### src/rtl/prt_dptx_trn_pkg.sv
// Shared types and constants for the DP TX training sequencer and its pattern ROM.
// Symbol codes are the 8b values before 8b/10b encoding.
package prt_dptx_trn_pkg;

  localparam logic [7:0] SYM_D10_2 = 8'h4A;
  localparam logic [7:0] SYM_D11_6 = 8'hCB;
  localparam logic [7:0] SYM_K28_5 = 8'hBC;

  localparam int TPS1_LEN = 4;
  localparam int TPS2_LEN = 20;

  typedef enum logic [1:0] {
    TPS_OFF = 2'd0,
    TPS1    = 2'd1,
    TPS2    = 2'd2,
    TPS_RSV = 2'd3
  } tps_e;

  typedef struct packed {
    logic       ctl;
    logic       val;
    logic       k;
    logic [7:0] dat;
  } trn_sym_t;

  typedef enum logic [2:0] {
    ST_IDLE,
    ST_HDR,
    ST_LOAD,
    ST_SETTLE,
    ST_SEL
  } trn_st_e;

  function automatic trn_sym_t mk_sym(input logic ctl, input logic val, input logic k,
                                      input logic [7:0] dat);
    trn_sym_t s;
    s.ctl = ctl;
    s.val = val;
    s.k   = k;
    s.dat = dat;
    return s;
  endfunction

endpackage

### src/rtl/prt_dptx_trn_rom.sv
// Training pattern lookup (tps, idx) -> symbol; purely combinational, zero latency.
// No handshake: the caller owns indexing and pacing.
module prt_dptx_trn_rom
  import prt_dptx_trn_pkg::*;
(
  input  logic [1:0] tps,
  input  logic [4:0] idx,
  output trn_sym_t   sym
);

  logic [4:0] pos;

  always_comb begin
    // TPS2 is a 10-symbol sequence sent twice, so fold the second half onto the first.
    pos = (idx >= 5'd10) ? (idx - 5'd10) : idx;
    sym = mk_sym(1'b0, 1'b0, 1'b0, SYM_D10_2);
    if (tps == TPS2) begin
      case (pos)
        5'd0:    sym = mk_sym(1'b1, 1'b0, 1'b1, SYM_K28_5);
        5'd1:    sym = mk_sym(1'b0, 1'b0, 1'b0, SYM_D11_6);
        5'd2:    sym = mk_sym(1'b1, 1'b1, 1'b1, SYM_K28_5);
        5'd3:    sym = mk_sym(1'b0, 1'b0, 1'b0, SYM_D11_6);
        default: sym = mk_sym(1'b0, 1'b0, 1'b0, SYM_D10_2);
      endcase
    end else if (tps != TPS1) begin
      sym = '0;
    end
  end

endmodule

### src/rtl/prt_dptx_trn_ctl.sv
// Training sequencer: streams header + TPS1/TPS2 words, settles, then selects the pattern.
// Req to done = 2 + len + P_SETTLE cycles; stream has no back-pressure, req while busy is dropped.
module prt_dptx_trn_ctl
  import prt_dptx_trn_pkg::*;
#(
  parameter int P_SPL        = 2,
  parameter int P_MSG_DAT    = 16,
  parameter int P_MSG_ID_TPS = 0,
  parameter int P_SETTLE     = 4
) (
  input  logic                 clk,
  input  logic                 rst_n,
  input  logic                 cmd_req,
  input  logic [1:0]           cmd_tps,
  output logic                 cmd_busy,
  output logic                 cmd_done,
  output logic                 cmd_err,
  output logic                 trn_first,
  output logic                 trn_last,
  output logic [P_MSG_DAT-1:0] trn_dat,
  output logic                 trn_vld,
  output logic                 ctl_sel,
  output logic [1:0]           sta_tps
);

  // Pattern lengths rounded up to whole lanes' worth of symbols.
  localparam int         LEN1        = ((TPS1_LEN + P_SPL - 1) / P_SPL) * P_SPL;
  localparam int         LEN2        = ((TPS2_LEN + P_SPL - 1) / P_SPL) * P_SPL;
  localparam logic [4:0] LEN1_W      = 5'(LEN1);
  localparam logic [4:0] LEN2_W      = 5'(LEN2);
  localparam logic [3:0] SETTLE_LAST = 4'(P_SETTLE - 1);

  trn_st_e    state;
  logic [1:0] tps_q;
  logic [4:0] idx;
  logic [3:0] cnt;
  logic [4:0] len;
  trn_sym_t   sym;

  assign len = (tps_q == TPS2) ? LEN2_W : LEN1_W;

  prt_dptx_trn_rom u_rom (
    .tps (tps_q),
    .idx (idx),
    .sym (sym)
  );

  always_ff @(posedge clk or negedge rst_n) begin
    if (!rst_n) begin
      state     <= ST_IDLE;
      tps_q     <= 2'd0;
      idx       <= '0;
      cnt       <= '0;
      cmd_busy  <= 1'b0;
      cmd_done  <= 1'b0;
      cmd_err   <= 1'b0;
      trn_first <= 1'b0;
      trn_last  <= 1'b0;
      trn_dat   <= '0;
      trn_vld   <= 1'b0;
      ctl_sel   <= 1'b0;
      sta_tps   <= 2'd0;
    end else begin
      cmd_done  <= 1'b0;
      trn_first <= 1'b0;
      trn_last  <= 1'b0;
      trn_vld   <= 1'b0;
      trn_dat   <= '0;
      case (state)
        // SEL already has busy low, so it accepts a new command just like IDLE.
        ST_IDLE, ST_SEL: begin
          state <= ST_IDLE;
          if (cmd_req) begin
            case (cmd_tps)
              TPS1, TPS2: begin
                tps_q     <= cmd_tps;
                cmd_busy  <= 1'b1;
                cmd_err   <= 1'b0;
                trn_vld   <= 1'b1;
                trn_first <= 1'b1;
                trn_dat   <= P_MSG_DAT'(P_MSG_ID_TPS);
                state     <= ST_HDR;
              end
              TPS_OFF: begin
                ctl_sel  <= 1'b0;
                sta_tps  <= 2'd0;
                cmd_err  <= 1'b0;
                cmd_done <= 1'b1;
              end
              default: begin
                cmd_err  <= 1'b1;
                cmd_done <= 1'b1;
              end
            endcase
          end
        end
        ST_HDR, ST_LOAD: begin
          if (idx == len) begin
            idx   <= '0;
            cnt   <= '0;
            state <= ST_SETTLE;
          end else begin
            trn_vld  <= 1'b1;
            trn_dat  <= {{(P_MSG_DAT-11){1'b0}}, sym};
            trn_last <= (idx == len - 5'd1);
            idx      <= idx + 5'd1;
            state    <= ST_LOAD;
          end
        end
        ST_SETTLE: begin
          if (cnt == SETTLE_LAST) begin
            cnt      <= '0;
            ctl_sel  <= 1'b1;
            sta_tps  <= tps_q;
            cmd_done <= 1'b1;
            cmd_busy <= 1'b0;
            state    <= ST_SEL;
          end else begin
            cnt <= cnt + 4'd1;
          end
        end
        default: state <= ST_IDLE;
      endcase
    end
  end

endmodule

### config.mk
export PLATFORM = sky130hd
export DESIGN_NAME = prt_dptx_trn_ctl
export DESIGN_NICKNAME = d
export VERILOG_FILES = /design/src/rtl/prt_dptx_trn_pkg.sv /design/src/rtl/prt_dptx_trn_rom.sv /design/src/rtl/prt_dptx_trn_ctl.sv
export SDC_FILE = /design/constraint.sdc
export NUM_CORES = 1
export LEC_CHECK = 0
export ABC_CLOCK_PERIOD_IN_PS = 2400
export CAP_MARGIN = 5
export CORE_MARGIN = 2
export CORE_UTILIZATION = 51
export DETAILED_ROUTE_END_ITERATION = 8
export PLACE_DENSITY = 0.87
export SKIP_LAST_GASP = 1
export SYNTH_ARGS = -nofsm -noshare
export SYNTH_HDL_FRONTEND = slang
export SYNTH_SLANG_ARGS = --single-unit
### constraint.sdc
create_clock -name clk -period 2.4 [get_ports clk]
set_input_delay 0.36 -clock clk [delete_from_list [all_inputs] [get_ports clk]]
set_output_delay 0.36 -clock clk [all_outputs]
set_load 0.05 [all_outputs]
# Word-level counts from Yosys, hierarchy flattened
# Index checks and enable logic that the tools add are counted.
# op_classes
n_addsub	4
order_cmp	1
n_eq_ne	19
n_mux	40
reduce_logical	15
# op_table
cell	n
$mux 11	3
$pmux 11 s3	1
$mux 1	19
$mux 5	3
$eq 5x2->1 const B	2
$eq 5x5->1	2
$pmux 3 s3	1
$mux 4	2
$pmux 1 s2	4
$pmux 4 s2	1
$reduce_and 4->1	2
$reduce_or 2->1	4
$mux 7	1
$eq 3x2->1 const B	2
$mux 2	3
$ne 2x1->1 const B	3
$ne 2x2->1 const B	3
$add 5x1->5 const B	1
$eq 5x1->1 const B	1
$ge 5x4->1 const B	1
$logic_not 5->1	1
$sub 5x1->5 const B	1
$sub 5x4->5 const B	1
$add 4x1->4 const B	1
other kinds (13)	16
# totals
reg_bits	39
output_inout_bits	25

# Longest topological paths before layout
# Gate-level depths: netlist of the first run.
# depth
word_depth	8
ltp_mapped	7
mapped_depth_nobuf	6

# Modules after synthesis
# Synthesis of the first run repeated with hierarchy kept, for this count alone.
# unflattened
hier_cells	162
area_unflattened_um2	1712.9
# by_module_without_submodules
module	n_inst	cells_each	area_per_inst_um2	seq_area_each_um2
prt_dptx_trn_ctl	1	129	1477.7	850.8
prt_dptx_trn_rom	1	33	235.2	0.0

# Least setup slack after synthesis of the first run
# No wires, ideal clock.
# synth_path
kind	register to register
from	register idx[2]
to	register trn_dat[9]
arrival_ns	1.812
setup_slack_ns	0.508
path_stages_with_launch	8
period_less_slack_ns	1.892
path_cell_list	dfrtp_1 -> buf_2 -> inv_1 -> ha_1 -> and4b_1 -> a311oi_1 -> or4b_4 -> nor3_2
# synth_via
elab_chain_cells	8
word_cells_on_any_way	13
# synth_rtl
element	line_no	source
from (decl)	prt_dptx_trn_ctl.sv:35	logic [4:0] idx;
from (signal assigned)	prt_dptx_trn_ctl.sv:106	idx <= idx + 5'd1;
$sub 5x4->5 or $ge 5x4->1 (tied branches)	prt_dptx_trn_rom.sv:15	pos = (idx >= 5'd10) ? (idx - 5'd10) : idx;
$mux 5	prt_dptx_trn_rom.sv:15	
$eq 5x1->1 or $eq 5x2->1 (tied branches)	prt_dptx_trn_rom.sv:18	case (pos)
$reduce_or 2->1 (no line)	--	
$pmux 11 s3	prt_dptx_trn_rom.sv:18	
$mux 11	prt_dptx_trn_rom.sv:17	if (tps == TPS2) begin
$mux 11 (*)	prt_dptx_trn_ctl.sv:98	if (idx == len) begin
$mux 11 (*)	--	
to (signal assigned)	prt_dptx_trn_ctl.sv:81	trn_dat <= P_MSG_DAT'(P_MSG_ID_TPS);
to (signal assigned)	prt_dptx_trn_ctl.sv:104	trn_dat <= {{(P_MSG_DAT-11){1'b0}}, sym};
to (decl)	prt_dptx_trn_ctl.sv:20	output logic [P_MSG_DAT-1:0] trn_dat,
# Mark *: on every way between the ends. The rest lies on a longest branch, timed or not.
# A chain may end at the register's enable or synchronous reset.

# Worst setup path in the final report of the first run
# Same ends and word-level chain as after synthesis.

==> metrics.md, run 1 <==
| Metric | Value |
|---|---|
| Status | complete, but fails checks |
| Failing checks | DRC |
| Synth Area in Simple Gates | 0.160 |
| Async SR Flop Fraction | 1.00 |
| TritonCTS Sinks | 29 |
| Root buffer cell | clkbuf_4 |
| Worst slew pin tran | 0.646 ns |
| Slew headroom | 0.568 |
| Startpoint Class | flop |
| Total Power | 2510 µW |
| Overall routing resource usage | 0.185 |
| Met1 Use GR | 0.210 |
| Yosys synthesis warning count | 0 |
| Area Growth Syn to Fin | 19.5% |
| Yosys top cell by area | dfrtp_1 |
| Num CTS Buffers | 5 |
| Area share of the largest cell type after synthesis | 0.475 |
| Post-synthesis xor/xnor area fraction | 0.0327 |
| Post-route clock period utilization | 0.868 |
| Critical-path cell list | inv_1, ha_1, and4b_1, a311oi_1, or4b_4, nor3_2 |
| Antenna violations before repair | 0 |
| Final WS setup | roughly 0.32 ns |
| DR pass1 iterations | 7 |
| Clock transition at path regs | 0.10 ns |
| Syn Area/Cell | 10.2 µm² |
| Row count | 19 |
| Worst slack, placed | 0.376 ns |
| CTS resizes | 0 |
| WS Path Type | flop to flop |
| Seq/Total Area, Yosys | 0.475 |
| I/O Buffers | 24 |
| CTS Buffer Depth | 2 |
| Initial core utilization | 0.545 |
| CTS hold repair buffers | 0 |
| Fillers | 219 |
| Vias per inst | 5.46 |
| Setup Fix Bufs, Post-CTS | 0 |
| 1st-iter DRT viols | 28 |
| Final WL | 2890 µm |
| Fmax | 480 MHz |
| Synth Area in Compound Gates | 0.141 |
| Top post-synthesis cells by area | dfrtp_1, ha_1, buf_4 |
| Worst min path class | primary input to async pin |
| First-pass GRT wire length | roughly 4800 µm |
| Setup TNS | 0 ns |
| Max_cap viols | 0 |
| DIE HEIGHT | 58.8 µm |
| Post-synthesis mux area share | 0.00736 |
| Layout Nets | roughly 190 |
| Met2 usage | 0.330 |
| Setup-failing EPs final | 0 |
| Largest delay contributor family on the critical path | simple AND/OR/NAND/NOR gates |
| Largest family of logic cells by synthesized area | simple AND/OR/NAND/NOR gates |
| GRT busiest layer | met2 |
| Share of layout cells above drive strength 1 | 0.109 |
| Adder-cell share of the synthesized area | 0.0818 |
| Vias in the first global route | around 1100 |
| PwrDens | 1370 nW/µm² |
| # diodes | 0 |
| Critical path's slowest cell | dfrtp_1 |
| CTS tree | done |
| Drt wl/cell | 14.1 µm |
| Slowest Stage Delay on Critical Path | approximately 0.59 ns |
| Max Slew Vio Count | 0 |
| Met3 usage | 0.0637 |
| H-tree levels | 2 |
| IO Pins | 30 |
| DPL Wire Length | 2080 µm |
| GRT overflow | 0 |
| Post-route ant nets | 0 |
| Largest net degree at the start of global routing | 30 |
| Critical Path AT | between 2 and 2.5 ns |
| Most common cell after layout, fill and taps aside | dfrtp_1 |
| Final worst path period need | between 2 and 2.5 ns |
| Leak | 0.000853 µW |
| Endpoints failing hold | 0 |
| Commonest cells after routing, fill and taps aside | dfrtp_1, clkdlybuf4s50_1, inv_1, nand2_1, o21ai_0 |
| Core area | 2810 µm² |
| DIE WIDTH | 58.8 µm |
| RSZ-0062 raised after global routing | false |
| Flops & latches, synth | 29 |
| GP Congestion | 0.860 |
| Number of synthesized flops with an enable pin | 0 |
| Required @ worst endpoint | 2.65 ns |
| Cell count after synthesis | 150 |
| Cell area after synthesis | roughly 1500 µm² |
| Synth cell types | slightly above 40 |
| Crit path max fanout | 14 |
| Clock Latency Late Sink | 0.33 ns |
| DRC violations left | 2 |
| Vias post-DR | 1120 |
| Worst Setup End Kind | flop |
| Synth Flop Type | dfrtp_1 |
| Bufs and invs on worst path | 1 |
| Die ar. | 3450 µm² |
| Worst IR Drop VDD | 862 µV |
| Worst Clk Skew | 0.0109 ns |
==> cells by family after synthesis <==
kind of cell               after synthesis
and+or+nand+nor                         45
AOI/OAI and AO/OA                       31
DFF                                     29
buffers and inverters                   29
adders and majority gates               10
xor gates and xnor gates                 4
other                                    1
muxes                                    1
==> worst paths after layout <==
check	cells after the start	startpoint	slack, ns	endpoint
worst max register to register	6	idx[2]$_DFFE_PN0P_	0.32	trn_dat[9]$_DFF_PN0_
max in group asynchronous	2	rst_n	1.73	idx[0]$_DFFE_PN0P_
min in group clk	1	ctl_sel$_DFFE_PN0P_	0.50	ctl_sel$_DFFE_PN0P_
worst min register to register	1	ctl_sel$_DFFE_PN0P_	0.50	ctl_sel$_DFFE_PN0P_
worst min-delay path	2	rst_n	0.40	trn_last$_DFF_PN0_
worst max-delay path	6	idx[2]$_DFFE_PN0P_	0.32	trn_dat[9]$_DFF_PN0_
==> registers in the layout (all words and copies together) (netlist names) <==
register,cells
ctl_sel,1
tps_q,2
cnt,4
idx,5
trn_first,1
trn_last,1
state,3
trn_dat,6
trn_vld,1
sta_tps,2
cmd_busy,1
cmd_done,1
cmd_err,1
==> layout make-up <==
cell class              count  area (µm²)  area share
clock buffers               6        51.3      0.0281
clock inverters             2        37.5      0.0205
inverters                  16        60.1      0.0329
multi-input cells          96         666       0.364
flip-flops and latches     29         726       0.397
well taps                  31        38.8      0.0212
repair buffers             25         248       0.136
==> cell usage after synthesis, types with 2 or more instances <==
| cell | count |
|---|---|
| or3_1 | 2 |
| nor2b_1 | 3 |
| nor2_1 | 5 |
| nand2_1 | 15 |
| xnor2_1 | 2 |
| a21oi_1 | 3 |
| a31oi_1 | 2 |
| a22o_1 | 3 |
| o21ai_0 | 11 |
| o211ai_1 | 3 |
| buf_4 | 11 |
| xor2_2 | 2 |
| dfrtp_1 | 29 |
| nor3_1 | 3 |
| inv_1 | 16 |
| nand3_1 | 5 |
| ha_1 | 10 |
| buf_2 | 2 |
==> power breakdown <==
part	switching [µW]	total, µW	leakage (µW)	internal, µW
clock	178	425	0.0000445	247
sequential	197	851	0.000370	653
combinational	780	1230	0.000438	454
==> layer usage <==
metal  part of all wire  vias to the layer above
li1                   -                      550
met1               0.42                      533
met2               0.51                       33
met3              0.056                        4
met4              0.011                        0
met5                  0                        -
==> per-stage QoR <==
stage / hold slack (ns) / util / instance area, µm² / std cells
after detailed placement: 0.474 / 0.620 / 1740 / 197
after global routing: 0.426 / 0.651 / 1830 / 205
final: 0.396 / 0.651 / 1830 / 205
after global placement: 0.464 / 0.620 / 1740 / 197
after CTS: 0.407 / 0.651 / 1830 / 205
after floorplan: 0.0644 / - / 1540 / 154
Power figures use the tool's default switching activity.
==> run 2, diff against run 1 <==
CORE_MARGIN = 3   (was 2)
==> metrics.md, run 2 (same netlist as run 1, synthesis figures left out) <==
| Metric | Value |
|---|---|
| First-pass GRT wire length | 5050 µm (was 4770 µm) |
| Final WS setup | 0.313 ns (was 0.317 ns) |
| Max_cap viols | 0 (unchanged) |
| Slew headroom | 0.553 (was 0.568) |
| IO Pins | 30 (unchanged) |
| CTS hold repair buffers | 0 (unchanged) |
| DPL Wire Length | 2230 µm (was 2080 µm) |
| Leak | 0.000840 µW (was 0.000853 µW) |
| Critical-path cell list | inv_1, ha_1, and4b_1, a311oi_1, or4b_4, nor3_2 (unchanged) |
| Area Growth Syn to Fin | 17.0% (was 19.5%) |
| Max Slew Vio Count | 0 (unchanged) |
| Share of layout cells above drive strength 1 | 0.103 (was 0.109) |
| Clk network pwr share | 0.117 (was 0.170) |
| Overall routing resource usage | 0.184 (was 0.185) |
| Pint | 1220 µW (was 1350 µW) |
| Crit path max fanout | 14 (unchanged) |
| CTS Buffer Depth | 2 (unchanged) |
| Most common cell after layout, fill and taps aside | dfrtp_1 (unchanged) |
| Clock transition at path regs | 0.09 ns (was 0.10 ns) |
| Worst min path class | primary input to async pin (unchanged) |
| Largest net degree at the start of global routing | 30 (unchanged) |
| Switching power share of the total | 0.484 (was 0.460) |
| DR pass1 iterations | 6 (was 7) |
| RSZ-0062 raised after global routing | false (unchanged) |
| Clock Latency Late Sink | 0.32 ns (was 0.33 ns) |
| Required @ worst endpoint | 2.64 ns (was 2.65 ns) |
| Fillers | 223 (was 219) |
| Worst slew pin tran | 0.669 ns (was 0.646 ns) |
| Worst IR Drop VDD | 812 µV (was 862 µV) |
| Endpoints failing hold | 0 (unchanged) |
| Critical Path AT | 2.33 ns (about the same) |
| Commonest cells after routing, fill and taps aside | dfrtp_1, clkdlybuf4s50_1, inv_1, nand2_1, o21ai_0 (unchanged) |
| Worst Clk Skew | 0.0101 ns (was 0.0109 ns) |
| Vias in the first global route | 1142 (was 1113) |
| Final worst path period need | 2.09 ns (was 2.08 ns) |
| Fmax | 479 MHz (was 480 MHz) |
| Sequential Power Share | 0.360 (was 0.339) |
| Sw Pwr | 1140 µW (was 1160 µW) |
| Root buffer cell | clkbuf_4 (unchanged) |
| Vias post-DR | 1169 (was 1120) |
| PwrDens | 1320 nW/µm² (was 1370 nW/µm²) |
| DIE HEIGHT | 60.8 µm (was 58.8 µm) |
| Status | completed (was complete, but fails checks) |
| DRC violations left | 0 (was 2) |
| Top reg by flops | trn_dat (unchanged) |
| Total Power | 2360 µW (was 2510 µW) |
| Setup-failing EPs final | 0 (unchanged) |
| DIE WIDTH | 60.8 µm (was 58.8 µm) |
| Number of flip-flops under the largest register name | 6 (unchanged) |
| Initial core utilization | 0.545 (unchanged) |
| Layout Nets | 188 (unchanged) |
| Post-route ant nets | 0 (unchanged) |
| Setup Fix Bufs, Post-CTS | 0 (unchanged) |
| Critical path's slowest cell | dfrtp_1 (unchanged) |
| Startpoint Class | flop (unchanged) |
| # diodes | 0 (unchanged) |
| Die ar. | 3690 µm² (was 3450 µm²) |
| Worst Setup End Kind | flop (unchanged) |
| Row count | 19 (unchanged) |
| I/O Buffers | 24 (unchanged) |
| Drt wl/cell | 14.6 µm (was 14.1 µm) |
| Antenna violations before repair | 0 (unchanged) |
| Regs by FF count | trn_dat (6), idx (5), cnt (4) (unchanged) |
| CTS resizes | 0 (unchanged) |
| TritonCTS Sinks | 29 (unchanged) |
| Vias per inst | 5.70 (was 5.46) |
| CTS tree | done (unchanged) |
| GRT overflow | 0 (unchanged) |
| H-tree levels | 2 (unchanged) |
| Final WL | 3000 µm (was 2890 µm) |
| Core area | 2810 µm² (unchanged) |
| Bufs and invs on worst path | 1 (unchanged) |
| Setup TNS | 0 ns (unchanged) |
| Slowest Stage Delay on Critical Path | 0.61 ns (was 0.59 ns) |
| Post-route clock period utilization | 0.869 (was 0.868) |
| 1st-iter DRT viols | 29 (was 28) |
| Largest delay contributor family on the critical path | simple AND/OR/NAND/NOR gates (unchanged) |
| Combinational share of power | 0.523 (was 0.491) |
| WS Path Type | flop to flop (unchanged) |
| Num CTS Buffers | 5 (unchanged) |
| Worst slack, placed | 0.373 ns (was 0.376 ns) |
| GP Congestion | 0.905 (was 0.860) |
-- run 2: cell count changes in the layout (fill, tap and decap cells not counted) --
cell        before  now
clkinvlp_4       1    0
clkinv_2         0    2
clkbuf_8         1    0
bufinv_16        1    0
clkbuf_1         0    1
-- run 2: path summary, 6_finish.rpt --
path                                startpoint              endpoint  slack (ns)  depth (start not counted)
hold reg to reg            ctl_sel$_DFFE_PN0P_   ctl_sel$_DFFE_PN0P_        0.49                          1
setup / recovery            idx[2]$_DFFE_PN0P_  trn_dat[9]$_DFF_PN0_        0.31                          6
min in group clk           ctl_sel$_DFFE_PN0P_   ctl_sel$_DFFE_PN0P_        0.49                          1
hold / removal                           rst_n    trn_last$_DFF_PN0_        0.41                          2
max in group asynchronous                rst_n  trn_dat[6]$_DFF_PN0_        1.71                          2
setup reg to reg            idx[2]$_DFFE_PN0P_  trn_dat[9]$_DFF_PN0_        0.31                          6
-- run 2: power by group through the flow --
stage	Sequential [µW]	Clock, µW	Combinational (µW)
floorplan	1010	0	755
global placement	842	0	1170
detailed placement	858	0	1230
CTS	848	284	1240
global route	881	305	1350
finish	852	276	1240
-- run 2: worst register-to-register path: stages (launching register included) --
cell and delay (ns):
dfrtp_1 0.61, inv_1 0.12, ha_1 0.31, and4b_1 0.20
a311oi_1 0.05, or4b_4 0.57, nor3_2 0.15
-- run 2: per-stage QoR --
stage | cell area, µm² | hold slack, ns | std cells | util
floorplan | 1540 | 0.0644 | 154 | -
global placement | 1740 | 0.463 | 197 | 0.620
detailed placement | 1740 | 0.465 | 197 | 0.620
CTS | 1790 | 0.414 | 205 | 0.638
global route | 1790 | 0.428 | 205 | 0.638
finish | 1790 | 0.407 | 205 | 0.638
-- run 2: cell type report --
class | count | area [µm²] | share of cell area
multi-input cells | 96 | 666 | 0.372
clock inverters | 2 | 10.0 | 0.00559
inverters | 16 | 60.1 | 0.0336
well taps | 31 | 38.8 | 0.0217
flip-flops and latches | 29 | 726 | 0.406
repair buffers | 25 | 248 | 0.138
clock buffers | 6 | 41.3 | 0.0231
-- run 2: layer usage --
metal / up-vias / track usage / wire (µm)
li1: 545 / - / -
met1: 567 / 0.216 / 1190
met2: 53 / 0.318 / 1570
met3: 4 / 0.0660 / 215
met4: 0 / 0.0526 / 20
met5: - / 0 / 0
==> run 3, diff against run 2 <==
SLEW_MARGIN = 10   (was unset)
==> results of run 3 <==
Final layout, timing and power as in run 2 (identical DEF).
==> edit 1 (settings of run 3) <==
`P_MSG_DAT`: 16 -> 24.
--- a/src/rtl/prt_dptx_trn_ctl.sv
+++ b/src/rtl/prt_dptx_trn_ctl.sv
@@ -6,3 +6,3 @@
   parameter int P_SPL        = 2,
-  parameter int P_MSG_DAT    = 16,
+  parameter int P_MSG_DAT    = 24,
   parameter int P_MSG_ID_TPS = 0,
Interface: changed (resized trn_dat); port bits go from 30 to 38. No check against the original RTL was run, so the function may have changed too.
==> edit 1 against run 3 <==
Total power rose by 1.3%; worst hold slack improved by 0.012 ns; non-clock buffer count unchanged; routed wire length down 3.1%; maximum frequency decreased by 0.70%; synthesized cell count is 5.3% higher; final area rose by 1.9%; area after synthesis is 3.9% higher; sequential cell count unchanged; clock skew fell by 0.0052 ns; worst setup slack worse by 0.015 ns; utilization grew 0.12 points; largest cell class unchanged; largest power group unchanged.
==> edit 1: results (changes against run 3) <==
status finished, final reports clean; placed cell areas 1770 µm² (+1.7%); number of DRC markers in iteration 0 23 (-21%); Post-Synth XOR/XNOR Area 0.0315 (-0.00124); DP HPWL 2.17 mm (-2.8%); max incr delay on CP 0.59 ns (-0.02 ns); Worst Path Arrival 2.34 ns; RePlAce Congestion 0.897 (-0.83%); compound-gate portion of the synthesized area 0.135 (-0.00532); final wirelength 2.91 mm (-3.1%); IO buf count 24 (unchanged); Total GRT Usage 0.171 (-0.0130); Worst Max-Slew Pin Slew 0.660 ns (-0.00846 ns); Most used DFF post-synth dfrtp_1; met1 usage 0.193 (-0.0229); post-CTS setup buffer count 0 (unchanged); leakage power 0.865 nW (+3.0%); met3 routed wirelength 167 µm (-22%); leading registers by flop count trn_dat (6), idx (5), cnt (4); H-tree Lvls 2 (unchanged); post-synthesis cell type count 41 (unchanged); total CTS buffers 5 (unchanged); CP max-delay cell dfrtp_1; Commonest cells post-synth dfrtp_1, buf_4, inv_1; Area contributors post-synth dfrtp_1, buf_4, ha_1, inv_1, nand2_1; NetSw 0.00115 W (+0.19%); async set or reset register ratio after synthesis 1.00 (unchanged); Clock Path Buffers 2 (unchanged); met3 usage 0.0702 (+0.00429); register area share after synthesis 0.457 (-0.0179); Worst path top cell family by delay simple AND/OR/NAND/NOR gates; Root Driver clkbuf_4; layout net count 196 (+4.3%); metal2 WL 1.51 mm (-3.9%); filler instances 222 (-0.45%); largest net degree at the start of global routing 30 (unchanged); top layer in use met4; Comb power frac 0.520 (-0.003); Syn. warnings 0 (unchanged); diodes inserted 0 (unchanged); share of layout cells above drive strength 1 0.0939 (-0.00953); Skew-Pair Late Insertion Delay 0.32 ns (about the same); Post-Synth Adder-Cell Area 0.0787 (-0.00309); worst hold path class input pin to async pin; Met1 Wirelength 1.18 mm (-0.50%); dpl ws 0.336 ns (-0.0373 ns); mux share of post-synthesis cell area 0.00709 (-0.000278); met2 usage in global routing 0.293 (-0.0246); Reg clk slew, reported paths 0.09 ns (about the same); number of global-route vias before repair 1113 (-2.5%); Max Fanout on Critical Path 14 (unchanged); maximum vdd ir drop 0.760 mV (-6.3%); Clock Skews 0.00497 ns (-0.00516 ns); initial antenna violation count 0 (unchanged); cts repair resizes 0 (unchanged); TritonRoute pass-1 iters 4 (-2); Vias 1155 (-1.2%); Flop pwr share 0.357 (-0.003); first-pass GRT wire length 4.73 mm (-6.3%)
==> edit 1: cell types whose count changed in the layout (fill, tap and decap cells not counted), sizes merged <==
cell           run 3  this run
clkinv             2         0
conb               5        13
clkbuf             6         7
==> edit 1: worst register-to-register path, stage by stage (launching register included) <==
cell	delay [ns]
dfrtp_1	0.59
inv_1	0.13
ha_1	0.32
and4b_1	0.20
a311oi_1	0.06
or4b_4	0.57
nor3_2	0.16
==> edit 1: area by class of cell <==
type                            instances  area [µm²]  share of cell area
Sequential cell                        29         726               0.398
Multi-Input combinational cell        104         696               0.382
Timing Repair Buffer                   25         248               0.136
Inverter                               16        60.1              0.0329
Clock buffer                            7        55.1              0.0302
Tap cell                               31        38.8              0.0213
==> edit 1: path summary, 6_finish.rpt <==
path	from	endpoint	slack [ns]	depth (start not counted)
worst max-delay path	idx[2]$_DFFE_PN0P_	trn_dat[9]$_DFF_PN0_	0.30	6
worst min-delay path	rst_n	idx[1]$_DFFE_PN0P_	0.42	2
worst max register to register	idx[2]$_DFFE_PN0P_	trn_dat[9]$_DFF_PN0_	0.30	6
worst min register to register	ctl_sel$_DFFE_PN0P_	ctl_sel$_DFFE_PN0P_	0.49	1
max in group asynchronous	rst_n	sta_tps[1]$_DFFE_PN0P_	1.71	2
min in group clk	ctl_sel$_DFFE_PN0P_	ctl_sel$_DFFE_PN0P_	0.49	1
==> edit 1: per-stage QoR <==
step	util	cells	power, W
6_report	0.639	212	0.00239
5_1_grt	0.639	212	0.00258
4_1_cts	0.639	212	0.00241
3_5_place_dp	0.620	205	0.00210
3_3_place_gp	0.620	205	0.00204
2_1_floorplan	-	170	0.00180
==> edit 2 (config.mk and constraints of run 3) <==
Without the edit above. Add an input register stage for `cmd_req` and `cmd_tps`; this delays them by one clock.
--- a/src/rtl/prt_dptx_trn_ctl.sv
+++ b/src/rtl/prt_dptx_trn_ctl.sv
@@ -31,2 +31,10 @@
   localparam logic [3:0] SETTLE_LAST = 4'(P_SETTLE - 1);
+
+  logic cmd_req_q;
+  logic [1:0] cmd_tps_q;
+
+  always_ff @(posedge clk) begin
+    cmd_req_q <= cmd_req;
+    cmd_tps_q <= cmd_tps;
+  end
 
@@ -72,6 +80,6 @@
           state <= ST_IDLE;
-          if (cmd_req) begin
-            case (cmd_tps)
+          if (cmd_req_q) begin
+            case (cmd_tps_q)
               TPS1, TPS2: begin
-                tps_q     <= cmd_tps;
+                tps_q     <= cmd_tps_q;
                 cmd_busy  <= 1'b1;
Function: changed (Yosys sat finds a counterexample within 4 cycles, from zero or initial values and one cycle with rst_n low).
==> edit 2 against run 3 <==
Synthesized cell count increased by 1.3%; total power is 9.5% higher; area after synthesis rose by 3.9%; worst setup slack got worse by 0.013 ns; sequential power increased by 8.3%; routed wire length rose by 3.1%; final area up 5.2%; first-iteration DRC count is the same; sequential cell count is 3 higher; maximum frequency is 0.60% lower; cell count rose by 1.5%; worst hold slack got worse by 0.019 ns; critical endpoint is now trn_dat[6]$_DFF_PN0_; largest cell class unchanged.
==> edit 2: results (changes against run 3) <==
status finished, final reports clean; Synth Area per Inst 10.5 µm² (+2.6%); Worst Max-Slew Pin Slew 0.701 ns (+0.0326 ns); post-synthesis cell type count 43 (+4.9%); maximum vdd ir drop 0.846 mV (+4.2%); max incr delay on CP 0.59 ns (-0.02 ns); Worst path top cell family by delay compound AO/OA/AOI/OAI gates; first-pass GRT wire length 5.38 mm (+6.6%); register area share after synthesis 0.494 (+0.0199); worst setup path end trn_dat[6]$_DFF_PN0_; placed cell areas 1810 µm² (+3.9%); metal2 WL 1.63 mm (+3.6%); Met1 Wirelength 1.24 mm (+4.4%); async set or reset register ratio after synthesis 0.906 (-0.0938); Clock Skews 0.0150 ns (+0.00483 ns); layout net count 191 (+1.6%); DP HPWL 2.32 mm (+4.3%); share of layout cells above drive strength 1 0.107 (+0.00390); P per Cell Area 1380 nW/µm² (+4.1%); RePlAce Congestion 0.846 (-6.5%); WL per Instance 14.9 µm (+1.6%); dpl ws 0.337 ns (-0.0368 ns); Placed Cells incl. Taps 200 (+1.5%); met3 routed wirelength 145 µm (-33%); Post-Layout Cell Count 208 (+1.5%); NetSw 0.00119 W (+3.6%); fmax 476 MHz (-0.60%); Skew-Pair Late Insertion Delay 0.34 ns (+0.02 ns); number of global-route vias before repair 1213 (+6.2%)
==> edit 2: changes by cell type after synthesis, moves of 2 or more <==
cell	run 3	this run
dfxtp_1	0	3
o21ai_0	11	13
a21oi_1	3	1
nand2_1	15	13
==> edit 2: layout make-up <==
type,instances,area (µm²)
clock buffers,6,41.3
clock inverters,2,35.0
fillers,248,971
inverters,16,60.1
multi-input cells,95,666
flip-flops and latches,32,786
well taps,31,38.8
repair buffers,26,255
==> edit 2: kinds of logic after synthesis <==
family / Yosys count / share of synthesized area
buffers and inverters: 29 / 0.0961
DFF: 32 / 0.494
muxes: 2 / 0.0134
other: 1 / 0.00236
and+or+nand+nor: 43 / 0.148
xor gates and xnor gates: 4 / 0.0315
AOI/OAI and AO/OA: 31 / 0.135
adders and majority gates: 10 / 0.0787
